`src/rtl/ccff_loader.sv`:
```
// ccff_loader
// Streams a word-wide bitstream, preceded by a sentinel pattern, MSB first into
// the head of a configuration flip-flop chain. The sentinel must come back out
// of the chain tail exactly CHAIN_LEN shifts later. That proves the chain has
// the expected length and is unbroken.
module ccff_loader #(
    parameter int                CHAIN_LEN = 32,
    parameter int                WORD_W    = 8,
    parameter int                SENT_W    = 8,
    parameter logic [SENT_W-1:0] SENTINEL  = 8'hA5
) (
    input  logic              prog_clk,
    input  logic              pReset,
    input  logic              start,
    input  logic [WORD_W-1:0] bs_data,
    input  logic              bs_valid,
    output logic              bs_ready,
    output logic              ccff_head,
    output logic              ccff_shift_en,
    input  logic              ccff_tail,
    output logic              busy,
    output logic              done,
    output logic              error
);

    // Derived sizes
    localparam int TOTAL     = CHAIN_LEN + SENT_W;
    localparam int NWORDS    = (CHAIN_LEN + WORD_W - 1) / WORD_W;
    localparam int LAST_BITS = CHAIN_LEN - (NWORDS - 1) * WORD_W;
    localparam int SH_W      = (WORD_W > SENT_W) ? WORD_W : SENT_W;
    localparam int NW        = $clog2(TOTAL + 1);
    localparam int CW        = $clog2(SH_W + 1);
    localparam int WCW       = $clog2(NWORDS + 1);

    localparam logic [NW-1:0]   N_ZERO     = {NW{1'b0}};
    localparam logic [NW-1:0]   N_LAST     = NW'(TOTAL - 1);
    localparam logic [NW-1:0]   N_CHECK    = NW'(CHAIN_LEN);
    localparam logic [WCW-1:0]  W_ZERO     = {WCW{1'b0}};
    localparam logic [WCW-1:0]  WORDS_REQ  = WCW'(NWORDS);
    localparam logic [WCW-1:0]  WORD_LAST  = WCW'(NWORDS - 1);
    localparam logic [CW-1:0]   CNT_ZERO   = {CW{1'b0}};
    localparam logic [CW-1:0]   CNT_SENT   = CW'(SENT_W - 1);
    localparam logic [CW-1:0]   CNT_WORD   = CW'(WORD_W - 1);
    localparam logic [CW-1:0]   CNT_LAST   = CW'(LAST_BITS - 1);
    // Sentinel left-aligned in the shifter so its MSB sits at the shift-out end
    localparam logic [SH_W-1:0] SENT_AL    = SH_W'(SENTINEL) << (SH_W - SENT_W);

    localparam logic [1:0] ST_IDLE  = 2'd0;
    localparam logic [1:0] ST_SHIFT = 2'd1;
    localparam logic [1:0] ST_DONE  = 2'd2;
    localparam logic [1:0] ST_ERROR = 2'd3;

    logic [1:0]        state_r,     state_s;
    logic [NW-1:0]     n_r,         n_s;          // enabled shift edges so far
    logic [SH_W-1:0]   shreg_r,     shreg_s;      // bits not yet presented, MSB first
    logic [CW-1:0]     sh_cnt_r,    sh_cnt_s;     // valid bits left in shreg
    logic [SENT_W-1:0] chk_r,       chk_s;        // sentinel bits still expected at tail
    logic [WORD_W-1:0] hold_r,      hold_s;       // prefetched word
    logic              hold_full_r, hold_full_s;
    logic [WCW-1:0]    words_acc_r, words_acc_s;  // words taken over the handshake
    logic [WCW-1:0]    words_ld_r,  words_ld_s;   // words moved into the shifter
    logic              head_r,      head_s;
    logic              shift_en_r,  shift_en_s;
    logic              ready_r,     ready_s;
    logic              busy_r,      busy_s;
    logic              done_r,      done_s;
    logic              error_r,     error_s;
    logic [SH_W-1:0]   word_al_s;
    logic              finish_s;

    // Next-state logic: start handling, per-edge shift/tail check, and refill of the next bit
    always_comb begin
        state_s     = state_r;
        n_s         = n_r;
        shreg_s     = shreg_r;
        sh_cnt_s    = sh_cnt_r;
        chk_s       = chk_r;
        hold_s      = hold_r;
        hold_full_s = hold_full_r;
        words_acc_s = words_acc_r;
        words_ld_s  = words_ld_r;
        head_s      = head_r;
        shift_en_s  = shift_en_r;
        done_s      = done_r;
        error_s     = error_r;
        word_al_s   = SH_W'(hold_r) << (SH_W - WORD_W);
        finish_s    = 1'b0;

        case (state_r)
            ST_IDLE, ST_DONE, ST_ERROR: begin
                if (start) begin
                    // First sentinel bit goes straight to the head; the rest wait in the shifter
                    state_s     = ST_SHIFT;
                    done_s      = 1'b0;
                    error_s     = 1'b0;
                    n_s         = N_ZERO;
                    shreg_s     = SENT_AL << 1;
                    sh_cnt_s    = CNT_SENT;
                    chk_s       = SENTINEL;
                    head_s      = SENTINEL[SENT_W-1];
                    shift_en_s  = 1'b1;
                    hold_full_s = 1'b0;
                    words_acc_s = W_ZERO;
                    words_ld_s  = W_ZERO;
                end else begin
                    shift_en_s  = 1'b0;
                end
            end

            ST_SHIFT: begin
                // The bit presented this cycle is consumed by the chain on this edge
                if (shift_en_r) begin
                    n_s = n_r + NW'(1'b1);
                    if (n_r >= N_CHECK) begin
                        chk_s = chk_r << 1;
                        if (ccff_tail != chk_r[SENT_W-1]) begin
                            state_s  = ST_ERROR;
                            error_s  = 1'b1;
                            finish_s = 1'b1;
                        end else if (n_r == N_LAST) begin
                            state_s  = ST_DONE;
                            done_s   = 1'b1;
                            finish_s = 1'b1;
                        end else begin
                            finish_s = 1'b0;
                        end
                    end else begin
                        chk_s = chk_r;
                    end
                end else begin
                    n_s = n_r;
                end

                // Pick the next bit: shifter first, then the prefetched word, else stall
                if (finish_s) begin
                    shift_en_s = 1'b0;
                    head_s     = 1'b0;
                end else if (sh_cnt_r != CNT_ZERO) begin
                    head_s     = shreg_r[SH_W-1];
                    shreg_s    = shreg_r << 1;
                    sh_cnt_s   = sh_cnt_r - CW'(1'b1);
                    shift_en_s = 1'b1;
                end else if (hold_full_r) begin
                    // Only the leading LAST_BITS of the final word belong to the chain
                    head_s      = word_al_s[SH_W-1];
                    shreg_s     = word_al_s << 1;
                    sh_cnt_s    = (words_ld_r == WORD_LAST) ? CNT_LAST : CNT_WORD;
                    hold_full_s = 1'b0;
                    words_ld_s  = words_ld_r + WCW'(1'b1);
                    shift_en_s  = 1'b1;
                end else begin
                    shift_en_s = 1'b0;
                end

                if (ready_r && bs_valid) begin
                    hold_s      = bs_data;
                    hold_full_s = 1'b1;
                    words_acc_s = words_acc_r + WCW'(1'b1);
                end else begin
                    hold_s      = hold_r;
                end
            end

            default: begin
                state_s    = ST_IDLE;
                shift_en_s = 1'b0;
            end
        endcase

        busy_s  = (state_s == ST_SHIFT);
        ready_s = busy_s && !hold_full_s && (words_acc_s < WORDS_REQ);
    end

    // State and output registers with synchronous reset
    always_ff @(posedge prog_clk) begin
        if (pReset) begin
            state_r     <= ST_IDLE;
            n_r         <= N_ZERO;
            shreg_r     <= {SH_W{1'b0}};
            sh_cnt_r    <= CNT_ZERO;
            chk_r       <= {SENT_W{1'b0}};
            hold_r      <= {WORD_W{1'b0}};
            hold_full_r <= 1'b0;
            words_acc_r <= W_ZERO;
            words_ld_r  <= W_ZERO;
            head_r      <= 1'b0;
            shift_en_r  <= 1'b0;
            ready_r     <= 1'b0;
            busy_r      <= 1'b0;
            done_r      <= 1'b0;
            error_r     <= 1'b0;
        end else begin
            state_r     <= state_s;
            n_r         <= n_s;
            shreg_r     <= shreg_s;
            sh_cnt_r    <= sh_cnt_s;
            chk_r       <= chk_s;
            hold_r      <= hold_s;
            hold_full_r <= hold_full_s;
            words_acc_r <= words_acc_s;
            words_ld_r  <= words_ld_s;
            head_r      <= head_s;
            shift_en_r  <= shift_en_s;
            ready_r     <= ready_s;
            busy_r      <= busy_s;
            done_r      <= done_s;
            error_r     <= error_s;
        end
    end

    assign bs_ready      = ready_r;
    assign ccff_head     = head_r;
    assign ccff_shift_en = shift_en_r;
    assign busy          = busy_r;
    assign done          = done_r;
    assign error         = error_r;

endmodule
```
`config.mk`:
```
export PLATFORM = sky130hd
export DESIGN_NAME = ccff_loader
export DESIGN_NICKNAME = d
export VERILOG_FILES = /design/src/rtl/ccff_loader.sv
export SDC_FILE = /design/constraint.sdc
export NUM_CORES = 1
export LEC_CHECK = 0
export BUFFER_PORTS_ARGS = -buffer_cell sky130_fd_sc_hd__buf_2
export CAP_MARGIN = 15
export CORE_MARGIN = 2
export CORE_UTILIZATION = 43
export CTS_BUF_LIST = sky130_fd_sc_hd__clkbuf_8
export CTS_CLUSTER_SIZE = 16
export DETAILED_ROUTE_END_ITERATION = 16
export HOLD_SLACK_MARGIN = 0.06
export SYNTH_ARGS = -nofsm -noshare
export SYNTH_HDL_FRONTEND = slang
export SYNTH_SLANG_ARGS = --single-unit
```
`constraint.sdc`:
```
create_clock -name prog_clk -period 1.8 [get_ports prog_clk]
set_input_delay 0.27 -clock prog_clk [delete_from_list [all_inputs] [get_ports prog_clk]]
set_output_delay 0.27 -clock prog_clk [all_outputs]
set_load 0.005 [all_outputs]
```
==> flow_summary.html <==
<table>
<tr><th>Metric</th><th>Value</th></tr>
<tr><th colspan="2">Detailed routing</th></tr>
<tr><td>Routed length per placed instance</td><td>14.1 µm</td></tr>
<tr><td>Number of detailed-routing iterations run before antenna repair</td><td>4</td></tr>
<tr><td>Drt via density</td><td>5.43</td></tr>
<tr><td>DR DRC count</td><td>0</td></tr>
<tr><td>Via total after detailed routing</td><td>1646</td></tr>
<tr><td>Final routed wirelength across all metal layers</td><td>4.28 mm</td></tr>
<tr><td>DRC marker count from the first detailed-route iteration</td><td>74</td></tr>
<tr><td>DRT antenna net count</td><td>0</td></tr>
<tr><th colspan="2">Floorplan</th></tr>
<tr><td>CORE AREA</td><td>4440 µm²</td></tr>
<tr><td>IO Pins</td><td>19</td></tr>
<tr><td>Initial standard-cell utilization of the core</td><td>45.2%</td></tr>
<tr><td>Die area</td><td>5240 µm²</td></tr>
<tr><td>Site Rows</td><td>24</td></tr>
<tr><td>Vertical extent of the die</td><td>72.4 µm</td></tr>
<tr><td>Die W</td><td>72.4 µm</td></tr>
<tr><th colspan="2">Cells and area</th></tr>
<tr><td>FILL cells</td><td>438</td></tr>
<tr><td>Synthesis-to-finish area growth</td><td>15.2%</td></tr>
<tr><td>Post-route cell area</td><td>2320 µm²</td></tr>
<tr><td>Ratio of cells with drive above 1 in the final layout</td><td>19.9%</td></tr>
<tr><td>ANT cells</td><td>0</td></tr>
<tr><td>Number of nets in the layout</td><td>267</td></tr>
<tr><td>Post-route insts no fill</td><td>303</td></tr>
<tr><th colspan="2">Timing</th></tr>
<tr><td>Final Max Slew Viols</td><td>0</td></tr>
<tr><td>Hold violation count in the final report</td><td>0</td></tr>
<tr><td>Time the final worst path needs with I/O delays and setup</td><td>1710 ps</td></tr>
<tr><td>Final period utilization</td><td>95.1%</td></tr>
<tr><td>Final setup violation count</td><td>0</td></tr>
<tr><td>TNS Setup</td><td>0 ps</td></tr>
<tr><td>Maximum achievable frequency</td><td>0.584 GHz</td></tr>
<tr><td>Tightest slew margin relative to the limit</td><td>60.3%</td></tr>
<tr><td>Max Clock Skew</td><td>9.76 ps</td></tr>
<tr><td>Slew at the pin with the worst max-slew slack</td><td>594 ps</td></tr>
<tr><td>Min Hold Slack</td><td>211 ps</td></tr>
<tr><th colspan="2">Critical path</th></tr>
<tr><td>Stage delay of the slowest cell on the critical path</td><td>380 ps</td></tr>
<tr><td>Crit. End Element</td><td>flip-flop</td></tr>
<tr><td>Required time of the critical path</td><td>1980 ps</td></tr>
<tr><td>Critical path launch point type</td><td>flip-flop</td></tr>
<tr><td>Reg-to-Reg End</td><td>shreg_r[4]$_SDFFE_PP0P_</td></tr>
<tr><td>Worst flop-to-flop path startpoint</td><td>sh_cnt_r[0]$_SDFFE_PP0P_</td></tr>
<tr><td>Maximum fanout encountered on the critical timing path</td><td>6</td></tr>
<tr><td>Crit path DAT</td><td>1890 ps</td></tr>
<tr><td>Reg2reg setup slack</td><td>90 ps</td></tr>
<tr><td>Worst Reg-to-Reg Cells</td><td>6</td></tr>
<tr><td>Cells traversed along the worst timing path</td><td>inv_1, ha_1, or3b_4, o21a_4, nand2_4, mux2_2</td></tr>
<tr><td>CP max-delay cell</td><td>or3b_4</td></tr>
<tr><td>Type of the worst setup path</td><td>reg2reg</td></tr>
<tr><th colspan="2">Power and ir drop</th></tr>
<tr><td>Static leakage</td><td>0.871 nW</td></tr>
<tr><td>Overall power</td><td>2.13 mW</td></tr>
<tr><td>Maximum resistive drop on vdd</td><td>540 µV</td></tr>
<tr><td>Pwr/cell area</td><td>921 nW/µm²</td></tr>
<tr><th colspan="2">Placed design</th></tr>
<tr><td>Area post-placement</td><td>2170 µm²</td></tr>
<tr><td>Number of buffers added on ports</td><td>18</td></tr>
<tr><td>Global placer's final weighted congestion</td><td>0.756</td></tr>
<tr><td>HPWL reported at the end of detailed placement</td><td>2.93 mm</td></tr>
<tr><td>Instance count after placement with tap cells included</td><td>294</td></tr>
<tr><th colspan="2">Synth</th></tr>
<tr><td>Number of unique standard cell types used by synthesis</td><td>45</td></tr>
<tr><td>Synth Net Count</td><td>246</td></tr>
<tr><td>Number of warnings printed during yosys synthesis</td><td>0</td></tr>
<tr><td>Ranking of synthesized cells by instance count</td><td>dfxtp_1 (45), nand2_1 (33), a21oi_1 (28), nor2_1 (20)</td></tr>
<tr><td>Average cell area after synthesis</td><td>8.78 µm²</td></tr>
<tr><td>Synthesized cell area</td><td>2010 µm²</td></tr>
<tr><td>Number of enable flip-flop cells after synthesis</td><td>0</td></tr>
<tr><td>Number of storage elements in the synthesis netlist</td><td>45</td></tr>
<tr><td>Sequential share of the synthesized area</td><td>44.8%</td></tr>
<tr><td>Post-synth top area share</td><td>44.8%</td></tr>
<tr><td>Synthesized netlist cell count</td><td>229</td></tr>
<tr><td>Predominant post-synthesis flop cell</td><td>dfxtp_1</td></tr>
<tr><td>Main area contributors after synthesis</td><td>dfxtp_1 (45%), a21oi_1 (7.0%), nand2_1 (6.2%), a211oi_1 (3.7%), nor2_1 (3.7%)</td></tr>
<tr><td>Fraction of synthesis flops using an asynchronous set or reset pin</td><td>0%</td></tr>
<tr><td>Top-count cell post-synth</td><td>dfxtp_1</td></tr>
<tr><td>Cell type with the highest aggregate area in the netlist</td><td>dfxtp_1</td></tr>
<tr><th colspan="2">Clocking</th></tr>
<tr><td>Post-cts sizing count</td><td>0</td></tr>
<tr><td>Clock tree from TritonCTS</td><td>yes</td></tr>
<tr><td>Clock Tree Buf Depth</td><td>2</td></tr>
<tr><td>Num CTS Buffers</td><td>5</td></tr>
<tr><td>Number of buffers added for setup after CTS</td><td>0</td></tr>
<tr><td>Post-CTS clock slew at the launch and capture registers of the worst setup and hold paths</td><td>90 ps</td></tr>
<tr><td>Worst-Skew Late Latency</td><td>290 ps</td></tr>
<tr><td>CTS Hold Bufs</td><td>0</td></tr>
<tr><td>H-tree Lvls</td><td>2</td></tr>
<tr><td>CTS Sinks</td><td>45</td></tr>
<tr><td>Cell at the root of the clock tree</td><td>clkbuf_8</td></tr>
<tr><th colspan="2">Worst hold path</th></tr>
<tr><td>Type of the worst min-delay path</td><td>in2reg</td></tr>
<tr><td>Worst Hold Path EP</td><td>hold_r[3]$_SDFFE_PP0P_</td></tr>
<tr><td>Worst hold path startpoint</td><td>bs_data[3]</td></tr>
<tr><td>Instance count along the most critical hold path</td><td>3</td></tr>
<tr><th colspan="2">Global routing</th></tr>
<tr><td>Vias in the first global route</td><td>1486</td></tr>
<tr><td>Pin count of the biggest net entering global routing</td><td>32</td></tr>
<tr><td>Wire length of the first global-routing pass</td><td>7.02 mm</td></tr>
<tr><td>Residual overflow from global routing</td><td>0</td></tr>
<tr><td>Antenna violations before repair</td><td>0</td></tr>
<tr><td>Aggregate global-route resource usage</td><td>17.0%</td></tr>
<tr><th colspan="2">Run status</th></tr>
<tr><td>Result of the run</td><td>completed</td></tr>
<tr><th colspan="2">Run</th></tr>
<tr><td>Max-Cap Viols</td><td>0</td></tr>
</table>
==> metal layers <==
layer  track usage (%)  vias up  share of wire (%)  wire, µm
met5                 0        -                  0         0
met4              4.32        0               0.61        26
met3              4.17        4                3.2       135
met2              24.5       28                 45      1950
met1              25.3      748                 51      2170
li1                  -      866                  -         -
==> power by group <==
part	switching [mW]	total (mW)	internal, mW
clock	0.327	0.774	0.447
sequential	0.0388	1.08	1.04
combinational	0.154	0.281	0.128
total	0.520	2.13	1.61
==> cells in the final DEF, fill, tap and decap left out, types with 2 or more instances in the layout <==
cell type,Yosys,routed
o21a_1,3,2
xor2_1,2,2
nand2_1,33,33
nor3b_1,6,6
and4b_1,3,3
o22ai_1,3,3
a31oi_1,2,2
nor2_1,20,20
dfxtp_1,45,45
mux2i_1,2,2
ha_1,4,4
buf_4,0,9
o211ai_1,2,2
o21ai_0,2,2
inv_1,4,5
a211oi_2,1,2
nand3b_1,2,2
a41oi_1,3,3
a21oi_1,28,28
nor2b_1,2,2
a211oi_1,10,9
a22oi_1,5,5
mux2_2,5,5
nand3_1,3,3
clkbuf_8,0,6
buf_2,3,18
nor3_1,7,7
==> layout make-up <==
| class | instances | area [µm²] | share of cell area [%] |
|---|---|---|---|
| timing repair buffer | 27 | 158 | 6.81 |
| inverter | 4 | 15.0 | 0.648 |
| sequential | 45 | 901 | 38.9 |
| multi-input combinational | 167 | 1060 | 45.8 |
| clock buffer | 6 | 82.6 | 3.57 |
| tap | 52 | 65.1 | 2.81 |
| clock inverter | 2 | 33.8 | 1.46 |
==> logic make-up (layout without fill, tap and decap cells) <==
family | count (synthesis) | after routing | share of synthesized area (%)
simple gates | 87 | 87 | 21.8
fa+ha+maj | 4 | 4 | 2.49
buf+inv | 18 | 39 | 3.92
xor+xnor | 3 | 3 | 1.31
mux | 7 | 7 | 3.80
flops | 45 | 45 | 44.8
compound gates | 65 | 66 | 21.9
==> critical path, delay by kind of cell, from the launching register on <==
family | cells | cell delay [ps]
DFF | 1 | 340
AOI/OAI and AO/OA | 1 | 240
adders and majority gates | 1 | 150
buffers and inverters | 1 | 60
and+or+nand+nor | 2 | 470
muxes | 1 | 330
==> state kept, by name, summed over array words and instances (netlist names), 2 cells and up <==
signal and cells:
chk_r 8, words_acc_r 3, state_r 2, sh_cnt_r 4
n_r 6, shreg_r 7, hold_r 8
==> through the flow <==
step | utilization [%] | worst slack (ps)
5_1_grt | 52.1 | -14.8
3_5_place_dp | 48.8 | 41.2
2_1_floorplan | - | 29.3
4_1_cts | 51.4 | 16.2
6_report | 52.1 | 88.9
3_3_place_gp | 48.8 | 82.5
==> how the worst max path moves through the flow <==
| stage | startpoint | to | slack [ps] |
|---|---|---|---|
| floorplan | sh_cnt_r[0]$_SDFFE_PP0P_ | shreg_r[2]$_SDFFE_PP0P_ | 30 |
| detailed placement | n_r[0]$_SDFFE_PP0P_ | shreg_r[4]$_SDFFE_PP0P_ | 40 |
| global route | chk_r[7]$_SDFFE_PP0P_ | ccff_head$_SDFFE_PP0P_ | -10 |
| CTS | n_r[0]$_SDFFE_PP0P_ | shreg_r[4]$_SDFFE_PP0P_ | 20 |
| finish | sh_cnt_r[0]$_SDFFE_PP0P_ | shreg_r[4]$_SDFFE_PP0P_ | 90 |
| global placement | n_r[0]$_SDFFE_PP0P_ | shreg_r[7]$_SDFFE_PP0P_ | 80 |
(Power assumes the default switching activity.)
